$ cat config.mk
export PLATFORM = sky130hd
export DESIGN_NAME = seq_divider
export DESIGN_NICKNAME = d
export VERILOG_FILES = /design/src/rtl/fir_mac_pkg.sv /design/src/rtl/div_step.sv /design/src/rtl/seq_divider.sv
export SDC_FILE = /design/constraint.sdc
export NUM_CORES = 1
export LEC_CHECK = 0
export CAP_MARGIN = 20
export CORE_MARGIN = 2
export CORE_UTILIZATION = 51
export DETAILED_ROUTE_END_ITERATION = 12
export MAX_ROUTING_LAYER = met4
export PLACE_DENSITY = 0.77
export SYNTH_ARGS = -nofsm -noshare
export SYNTH_HDL_FRONTEND = slang
export SYNTH_SLANG_ARGS = --single-unit
$ cat constraint.sdc
create_clock -name clk -period 2.4 [get_ports clk]
set_clock_uncertainty 0.15 [all_clocks]
set_input_delay 0.48 -clock clk [delete_from_list [all_inputs] [get_ports clk]]
set_output_delay 0.48 -clock clk [all_outputs]
set_load 0.02 [all_outputs]
$ cat src/rtl/fir_mac_pkg.sv
// Shared definitions for the FIR datapath blocks: default width, divider
// state encoding and saturation constants.
package fir_mac_pkg;

  localparam int DEF_WIDTH = 8;

  typedef enum logic [1:0] {
    IDLE = 2'd0,
    DIV  = 2'd1,
    SIGN = 2'd2,
    DONE = 2'd3
  } state_e;

  localparam logic [DEF_WIDTH-1:0] SAT_MAX = {1'b0, {(DEF_WIDTH-1){1'b1}}};
  localparam logic [DEF_WIDTH-1:0] SAT_MIN = {1'b1, {(DEF_WIDTH-1){1'b0}}};

endpackage

$ cat src/rtl/div_step.sv
// One restoring-division iteration: shift in a dividend bit, trial-subtract
// the divisor magnitude, keep the difference only if it stays non-negative.
module div_step #(
  parameter int WIDTH = 8
) (
  input  logic [WIDTH:0]   rem_i,
  input  logic             bit_i,
  input  logic [WIDTH-1:0] dvs_i,
  output logic [WIDTH:0]   rem_o,
  output logic             q_bit_o
);

  logic [WIDTH+1:0] shifted;
  logic [WIDTH+1:0] trial;

  always_comb begin
    shifted = {rem_i, bit_i};
    trial   = shifted - {2'b00, dvs_i};
    q_bit_o = ~trial[WIDTH+1];
    rem_o   = trial[WIDTH+1] ? shifted[WIDTH:0] : trial[WIDTH:0];
  end

endmodule

$ cat src/rtl/seq_divider.sv
// Multi-cycle signed restoring divider with valid/ready on both sides and a
// fixed 9-edge (WIDTH+1) latency from acceptance to out_valid.
module seq_divider
  import fir_mac_pkg::*;
#(
  parameter int WIDTH = DEF_WIDTH
) (
  input  logic             clk,
  input  logic             rst,
  input  logic             in_valid,
  output logic             in_ready,
  input  logic [WIDTH-1:0] dividend,
  input  logic [WIDTH-1:0] divisor,
  output logic             out_valid,
  input  logic             out_ready,
  output logic [WIDTH-1:0] quotient,
  output logic [WIDTH-1:0] remainder,
  output logic             div_by_zero,
  output logic             overflow,
  output state_e           dbg_state
);

  // Handshake: a transfer happens on any rising edge where valid && ready are
  // both high; valid never depends on ready, and payload is stable while
  // valid is high and ready is low.

  localparam int CW = (WIDTH > 1) ? $clog2(WIDTH) : 1;
  localparam logic [WIDTH-1:0] QMAX = {1'b0, {(WIDTH-1){1'b1}}};
  localparam logic [WIDTH-1:0] QMIN = {1'b1, {(WIDTH-1){1'b0}}};

  state_e           state_q, state_d;
  logic [WIDTH-1:0] dvd_q, dvd_d;
  logic [WIDTH-1:0] dvs_q, dvs_d;
  logic [WIDTH:0]   rem_q, rem_d;
  logic [WIDTH-1:0] quo_q, quo_d;
  logic [CW-1:0]    cnt_q, cnt_d;
  logic             sgn_q_q, sgn_q_d;
  logic             sgn_r_q, sgn_r_d;
  logic             dbz_q, dbz_d;
  logic             ovf_q, ovf_d;
  logic             out_valid_q, out_valid_d;
  logic [WIDTH-1:0] quotient_q, quotient_d;
  logic [WIDTH-1:0] remainder_q, remainder_d;
  logic             div_by_zero_q, div_by_zero_d;
  logic             overflow_q, overflow_d;

  logic [WIDTH:0]   step_rem;
  logic             step_bit;

  div_step #(.WIDTH(WIDTH)) u_step (
    .rem_i   (rem_q),
    .bit_i   (dvd_q[WIDTH-1]),
    .dvs_i   (dvs_q),
    .rem_o   (step_rem),
    .q_bit_o (step_bit)
  );

  always_ff @(posedge clk) begin
    if (rst) begin
      state_q       <= IDLE;
      dvd_q         <= '0;
      dvs_q         <= '0;
      rem_q         <= '0;
      quo_q         <= '0;
      cnt_q         <= '0;
      sgn_q_q       <= 1'b0;
      sgn_r_q       <= 1'b0;
      dbz_q         <= 1'b0;
      ovf_q         <= 1'b0;
      out_valid_q   <= 1'b0;
      quotient_q    <= '0;
      remainder_q   <= '0;
      div_by_zero_q <= 1'b0;
      overflow_q    <= 1'b0;
    end else begin
      state_q       <= state_d;
      dvd_q         <= dvd_d;
      dvs_q         <= dvs_d;
      rem_q         <= rem_d;
      quo_q         <= quo_d;
      cnt_q         <= cnt_d;
      sgn_q_q       <= sgn_q_d;
      sgn_r_q       <= sgn_r_d;
      dbz_q         <= dbz_d;
      ovf_q         <= ovf_d;
      out_valid_q   <= out_valid_d;
      quotient_q    <= quotient_d;
      remainder_q   <= remainder_d;
      div_by_zero_q <= div_by_zero_d;
      overflow_q    <= overflow_d;
    end
  end

  always_comb begin
    state_d       = state_q;
    dvd_d         = dvd_q;
    dvs_d         = dvs_q;
    rem_d         = rem_q;
    quo_d         = quo_q;
    cnt_d         = cnt_q;
    sgn_q_d       = sgn_q_q;
    sgn_r_d       = sgn_r_q;
    dbz_d         = dbz_q;
    ovf_d         = ovf_q;
    out_valid_d   = out_valid_q;
    quotient_d    = quotient_q;
    remainder_d   = remainder_q;
    div_by_zero_d = div_by_zero_q;
    overflow_d    = overflow_q;

    unique case (state_q)
      IDLE: begin
        if (in_valid) begin
          // Unsigned WIDTH-bit magnitudes, so the most-negative value maps cleanly.
          dvd_d   = dividend[WIDTH-1] ? -dividend : dividend;
          dvs_d   = divisor[WIDTH-1]  ? -divisor  : divisor;
          sgn_q_d = dividend[WIDTH-1] ^ divisor[WIDTH-1];
          sgn_r_d = dividend[WIDTH-1];
          dbz_d   = (divisor == '0);
          ovf_d   = (dividend == QMIN) && (divisor == '1);
          rem_d   = '0;
          quo_d   = '0;
          cnt_d   = '0;
          state_d = DIV;
        end
      end
      DIV: begin
        rem_d = step_rem;
        quo_d = {quo_q[WIDTH-2:0], step_bit};
        dvd_d = dvd_q << 1;
        cnt_d = cnt_q + 1'b1;
        if (cnt_q == CW'(WIDTH-1)) state_d = SIGN;
      end
      SIGN: begin
        div_by_zero_d = dbz_q;
        overflow_d    = ovf_q;
        if (dbz_q) begin
          // With a zero divisor every trial succeeds, so the partial
          // remainder ends up holding the dividend magnitude unchanged.
          quotient_d  = sgn_r_q ? QMIN : QMAX;
          remainder_d = sgn_r_q ? -rem_q[WIDTH-1:0] : rem_q[WIDTH-1:0];
        end else if (ovf_q) begin
          quotient_d  = QMAX;
          remainder_d = '0;
        end else begin
          quotient_d  = sgn_q_q ? -quo_q : quo_q;
          remainder_d = sgn_r_q ? -rem_q[WIDTH-1:0] : rem_q[WIDTH-1:0];
        end
        out_valid_d = 1'b1;
        state_d     = DONE;
      end
      DONE: begin
        if (out_ready) begin
          out_valid_d = 1'b0;
          state_d     = IDLE;
        end
      end
      default: state_d = IDLE;
    endcase
  end

  assign in_ready    = (state_q == IDLE);
  assign out_valid   = out_valid_q;
  assign quotient    = quotient_q;
  assign remainder   = remainder_q;
  assign div_by_zero = div_by_zero_q;
  assign overflow    = overflow_q;
  assign dbg_state   = state_q;

endmodule

Word-level counts from Yosys, hierarchy flattened:

Cells that the tools add are included.

* bits in registers: 61
* bits of input ports: 20
* output and inout bits: 22

* add/subtract/negate cells: 6
* equality and inequality tests: 9
* mux-type cells: 24
* bitwise operators: 2
* reduce and logical (&&, ||, !) cells: 9

Operators with widths (count)
* $mux W8: 11
* $neg A8 Y8: 4
* $pmux W8 S2: 2
* $mux W9: 2
* $pmux W9 S2: 1
* $eq A8 B8 Y1 const B: 2
* $sub A10 B8 Y10: 1
* $logic_not A8 Y1: 1
* $pmux W2 S4: 1
* $mux W2: 3
* $ne A2 B2 Y1 const B: 3
* $pmux W3 S2: 1
* $reduce_and A2 Y1: 3
* $eq A2 B2 Y1 const B: 2
* $reduce_bool A2 Y1: 2
* $add A3 B1 Y3 const B: 1
* $eq A3 B3 Y1 const B: 1
* $mux W3: 1
* $reduce_and A3 Y1: 1
* $eq A2 B1 Y1 const B: 1
* $logic_not A2 Y1: 1
* $pmux W1 S2: 1
* $logic_and A1 B1 Y1: 1
* $mux W1: 1
* other kinds (2): 2

Longest topological paths before layout:

* word-level depth: 4
* depth in mapped cells: 9

By module:

Synthesis repeated with hierarchy kept, for this count alone.

* cells, all modules: 419
* area, all modules: 3538.4 sq um

By module, submodules not included
* seq_divider: times used 1, cells an instance 347, area an instance 2972.9 sq um, sequential area each 1221.2 sq um
* div_step: times used 1, cells an instance 72, area an instance 565.5 sq um, sequential area each 0.0 sq um

Worst setup path before layout:

OpenSTA, ideal clock, no wires.

* kind: register to register
* from: register dvd_q[7]
* to: register rem_q[6]
* data arrival time: 1.994 ns
* required time: 2.171 ns
* setup slack: 0.177 ns
* stages on the path, launching flop included: 10
* clock period less this slack: 2.223 ns
* cell sequence: dfxtp_1 > inv_1 > ha_1 > inv_1 > fa_1 > a21o_1 > a21o_1 > a2111o_1 > a31o_1 > o211ai_1

* cells in the longest elaborated chain, start to end: 3

Ends and longest elaborated chain
* start: declaration: RTL line seq_divider.sv:32 `logic [WIDTH-1:0] dvd_q, dvd_d;`
* start signal: assignment: RTL line seq_divider.sv:77 `dvd_q <= dvd_d;`
* $sub A10 B8 Y10: RTL line div_step.sv:18 `trial = shifted - {2'b00, dvs_i};`
* $mux W9: RTL line div_step.sv:20 `rem_o = trial[WIDTH+1] ? shifted[WIDTH:0] : trial[WIDTH:0];`
* $pmux W9 S2: RTL line seq_divider.sv:111 `unique case (state_q)`
* end signal: assignment: RTL line seq_divider.sv:79 `rem_q <= rem_d;`
* end: declaration: RTL line seq_divider.sv:34 `logic [WIDTH:0] rem_q, rem_d;`

Every way passes these cells.
A chain may end at the register's enable or synchronous reset.

Final worst setup path:

Ends and elaborated chain as after synthesis.

==> reports/results.tsv <==
stage	metric	value	unit
placed_design	DP HPWL	6700	microns
critical_path	WP buf/inv	2	
power_and_ir_drop	Worst VDD drop	541	uV
logic_synthesis	Syn Area/Cell	8.04	sq um
timing	measured slew at the worst slew-check pin	0.539	ns
timing	Tmin final	2.28	ns
finish	fillers	595	
timing	fin crit share	95.1	%
critical_path	slowest CP cell	a2111o_1	
logic_synthesis	Synthesized Nets	484	
grt	largest net degree at the start of global routing	23	
detailed_routing	Routed Antenna Nets	0	
logic_synthesis	Synth top cells by count	dfxtp_1, nor2_1, nand2_1	
hold_path	Hold/Removal Path Class	reg -> reg	
power_and_ir_drop	combinational power share	55.3	%
placed_design	DP Area	4170	sq um
detailed_routing	DR WL/cell	15.1	microns
finish	layout cell share with drive strength beyond 1	11.9	%
timing	Fmax achieved	0.438	GHz
logic_synthesis	Synth Register Bits	61	
clock_network	Reg clk slew, reported paths	0.07	ns
finish	design area	4380	sq um
placed_design	PortBufs	41	
hold_path	Hold Crit Endpoint	dvd_q[4]$_SDFFE_PP0P_	
grt	initial antenna violation count	0	
detailed_routing	via density per instance	5.61	
placed_design	global placer's final weighted congestion	0.936	
floorplanning	boundary pin count	42	
timing	RSZ-0062 raised after global routing	no	
detailed_routing	DRC viols	0	
logic_synthesis	EDFF count, synth	0	
power_and_ir_drop	P_leak	1.75	nW
timing	Slew headroom	63.9	%
critical_path	Worst setup EP type	flip-flop	
logic_synthesis	Seq/Total Area, Yosys	34.2	%
logic_synthesis	Mapped Cells	444	
logic_synthesis	Synth Flop Type	dfxtp_1	
finish	Ant. Diodes	0	
detailed_routing	Post-Route WL	9070	microns
critical_path	CP arrival	2.39	ns
job	maximum capacitance violations	0	
critical_path	crit path kind	reg -> reg	
clock_network	number of H-tree levels	3	
critical_path	crit-path leading delay family	compound AO/OA/AOI/OAI gates	
detailed_routing	DRT Pass-1 Iters	5	
critical_path	CP cell instances	inv_2, ha_2, inv_1, fa_2, a21o_1, a21o_1, a2111o_1, a31o_1, o211ai_1	
critical_path	Worst path max stage delay	0.38	ns
logic_synthesis	Ys Warns	0	
finish	Post-Layout Cell Count	599	
finish	# nets final	538	
placed_design	cell count after placement	582	
floorplanning	FP Rows	30	
critical_path	CP Max Fanout	4	
floorplanning	DIE AREA	7680	sq um
critical_path	crit start category	flip-flop	
logic_synthesis	post-synthesis cell area	3570	sq um
finish	Util after Layout	64.4	%
critical_path	worst reg2reg setup slack	0.12	ns
hold_path	HP Start	dvd_q[4]$_SDFFE_PP0P_	
timing	count of final max-slew check failures	0	
clock_network	CTS tree	done	
critical_path	Req. time, crit path	2.51	ns
detailed_routing	1st-iter DRT viols	208	
critical_path	RR Endpoint	rem_q[6]$_SDFFE_PP0P_	
power_and_ir_drop	Int Pwr	2.93	mW
timing	Hold WS	0.302	ns
critical_path	Setup crit start	dvd_q[7]$_SDFFE_PP0P_	
finish	area of the multi-input gates	2140	sq um
clock_network	cts hold-fix bufs	0	
logic_synthesis	area leader, netlist	dfxtp_1	
power_and_ir_drop	PD cells	1190	nW/um^2
logic_synthesis	Synth top area share	34.2	%
clock_network	Clock Sinks	61	
hold_path	hold path cells	2	
critical_path	RR Startpoint	dvd_q[7]$_SDFFE_PP0P_	
clock_network	CTS Buf Count	9	
grt	vias in the first global route	3180	
floorplanning	Die Y	87.6	microns
clock_network	clk root buf	clkbuf_8	
logic_synthesis	Post-synth ARST share	0	%
floorplanning	Starting Density	52.5	%
logic_synthesis	synth unique cells	60	
clock_network	Clock Latency Late Sink	0.34	ns
critical_path	Most common cell on crit path	a21o_1	
grt	gr usage total	25.6	%
timing	final setup violating endpoints	0	
floorplanning	die extent in x	87.6	microns
power_and_ir_drop	Clk pwr share	17.5	%
status	status	complete, no violations	
power_and_ir_drop	Flop pwr share	27.2	%
power_and_ir_drop	Sw Ratio	43.8	%
grt	first-pass GRT wire length	15100	microns
detailed_routing	via count	3358	
finish	register area	1220	sq um
logic_synthesis	top cells by area, synth	dfxtp_1, ha_1, nor2_1, xnor2_1, a21oi_1	
floorplanning	Core Footprint	6790	sq um
finish	area grow syn2layout	22.7	%
critical_path	reg2reg path depth	9	
power_and_ir_drop	NetSw	2.29	mW
logic_synthesis	count leader, synth	dfxtp_1	
clock_network	Max Buffers Root-to-Sink	2	
timing	final hold violations	0	
grt	Remaining Overflow, GRT	0	
-- worst max-delay path by stage --
stage | to | slack, ns | cells past startpoint
after CTS | rem_q[6]$_SDFFE_PP0P_ | 0.04 | 9
after global placement | rem_q[6]$_SDFFE_PP0P_ | 0.08 | 9
after detailed placement | rem_q[6]$_SDFFE_PP0P_ | -0.01 | 9
after floorplan | rem_q[6]$_SDFFE_PP0P_ | 0.18 | 9
final | rem_q[6]$_SDFFE_PP0P_ | 0.12 | 9
after global routing | rem_q[6]$_SDFFE_PP0P_ | 0.007 | 9
-- tightest hold or removal path, cell delays in order (launching register included) --
cell and delay, ns:
dfxtp_1 0.31, nand2_1 0.05, a21oi_1 0.05
-- stage by stage --
step	setup WS [ns]	setup TNS, ns	power (mW)
2_1_floorplan	0.177	0	3.39
3_3_place_gp	0.0820	0	4.21
3_5_place_dp	-0.00997	-0.00997	4.25
4_1_cts	0.0385	0	5.18
5_1_grt	0.00691	0	5.59
6_report	0.118	0	5.22
-- power groups by stage --
stage | logic, mW | registers, mW | clock network, mW
3_3_place_gp | 2.78 | 1.43 | 0
6_report | 2.88 | 1.42 | 0.914
5_1_grt | 3.18 | 1.45 | 0.971
4_1_cts | 2.83 | 1.42 | 0.926
3_5_place_dp | 2.82 | 1.44 | 0
2_1_floorplan | 1.91 | 1.48 | 0
-- layout by cell type (no fill, tap or decap), types with 4 or more instances in the layout --
| cell | synthesis | routed |
|---|---|---|
| o211ai_1 | 10 | 10 |
| a22oi_1 | 11 | 11 |
| nand2b_1 | 9 | 9 |
| nor2b_1 | 12 | 12 |
| o31ai_1 | 8 | 8 |
| o21ai_0 | 18 | 17 |
| xor2_1 | 5 | 5 |
| mux2i_1 | 5 | 5 |
| dfxtp_1 | 61 | 60 |
| a21oi_1 | 32 | 32 |
| nor3_1 | 13 | 13 |
| nand4_1 | 7 | 7 |
| nor2_1 | 55 | 54 |
| a211oi_1 | 8 | 8 |
| inv_1 | 27 | 26 |
| ha_1 | 19 | 18 |
| clkbuf_8 | 0 | 9 |
| or3_1 | 7 | 7 |
| xnor2_1 | 19 | 19 |
| nand3_1 | 6 | 6 |
| nand2_1 | 36 | 36 |
| a21o_1 | 4 | 4 |
| buf_4 | 1 | 26 |
| clkdlybuf4s50_1 | 0 | 39 |
-- area by class of cell --
class,instances,area share (%)
Tap cell,96,2.74
Multi-Input combinational cell,331,48.9
Timing Repair Buffer,67,13.7
Inverter,28,2.40
Clock inverter,6,1.43
Clock buffer,10,2.92
Sequential cell,61,27.9
-- flip-flops by register name, indices dropped and copies added, names as in the netlist, 2 cells and up --
name,flops
dvs_q,8
rem_q,9
dbg_state,2
quo_q,8
cnt_q,3
dvd_q,8
quotient,8
remainder,8
-- cell families (layout without fill, tap and decap cells) --
kind of cell	count (synthesis)	in the layout	synth area share, %
buffers and inverters	52	111	6.03
adders and majority gates	20	20	7.22
and+or+nand+nor	157	157	21.2
DFF	61	61	34.2
muxes	5	5	1.40
AOI/OAI and AO/OA	125	125	24.0
xor gates and xnor gates	24	24	5.89
-- per-layer routing --
metal,global-route usage (%),routed length (microns),up-vias
met3,4.71,376,11
met4,6.85,132,0
met2,40.6,4360,90
li1,-,-,1680
met1,33.6,4200,1577
met5,-,0,-
-- timing repair --
| item | in CTS | in global routing |
|---|---|---|
| gates cloned | 0 | 0 |
| buffers inserted | 0 | 1 |
| pin swaps | 0 | 3 |
| gates resized for setup | 2 | 4 |
| setup endpoints to repair | 2 | 4 |
Note: power is estimated with default switching activity, not from simulation.
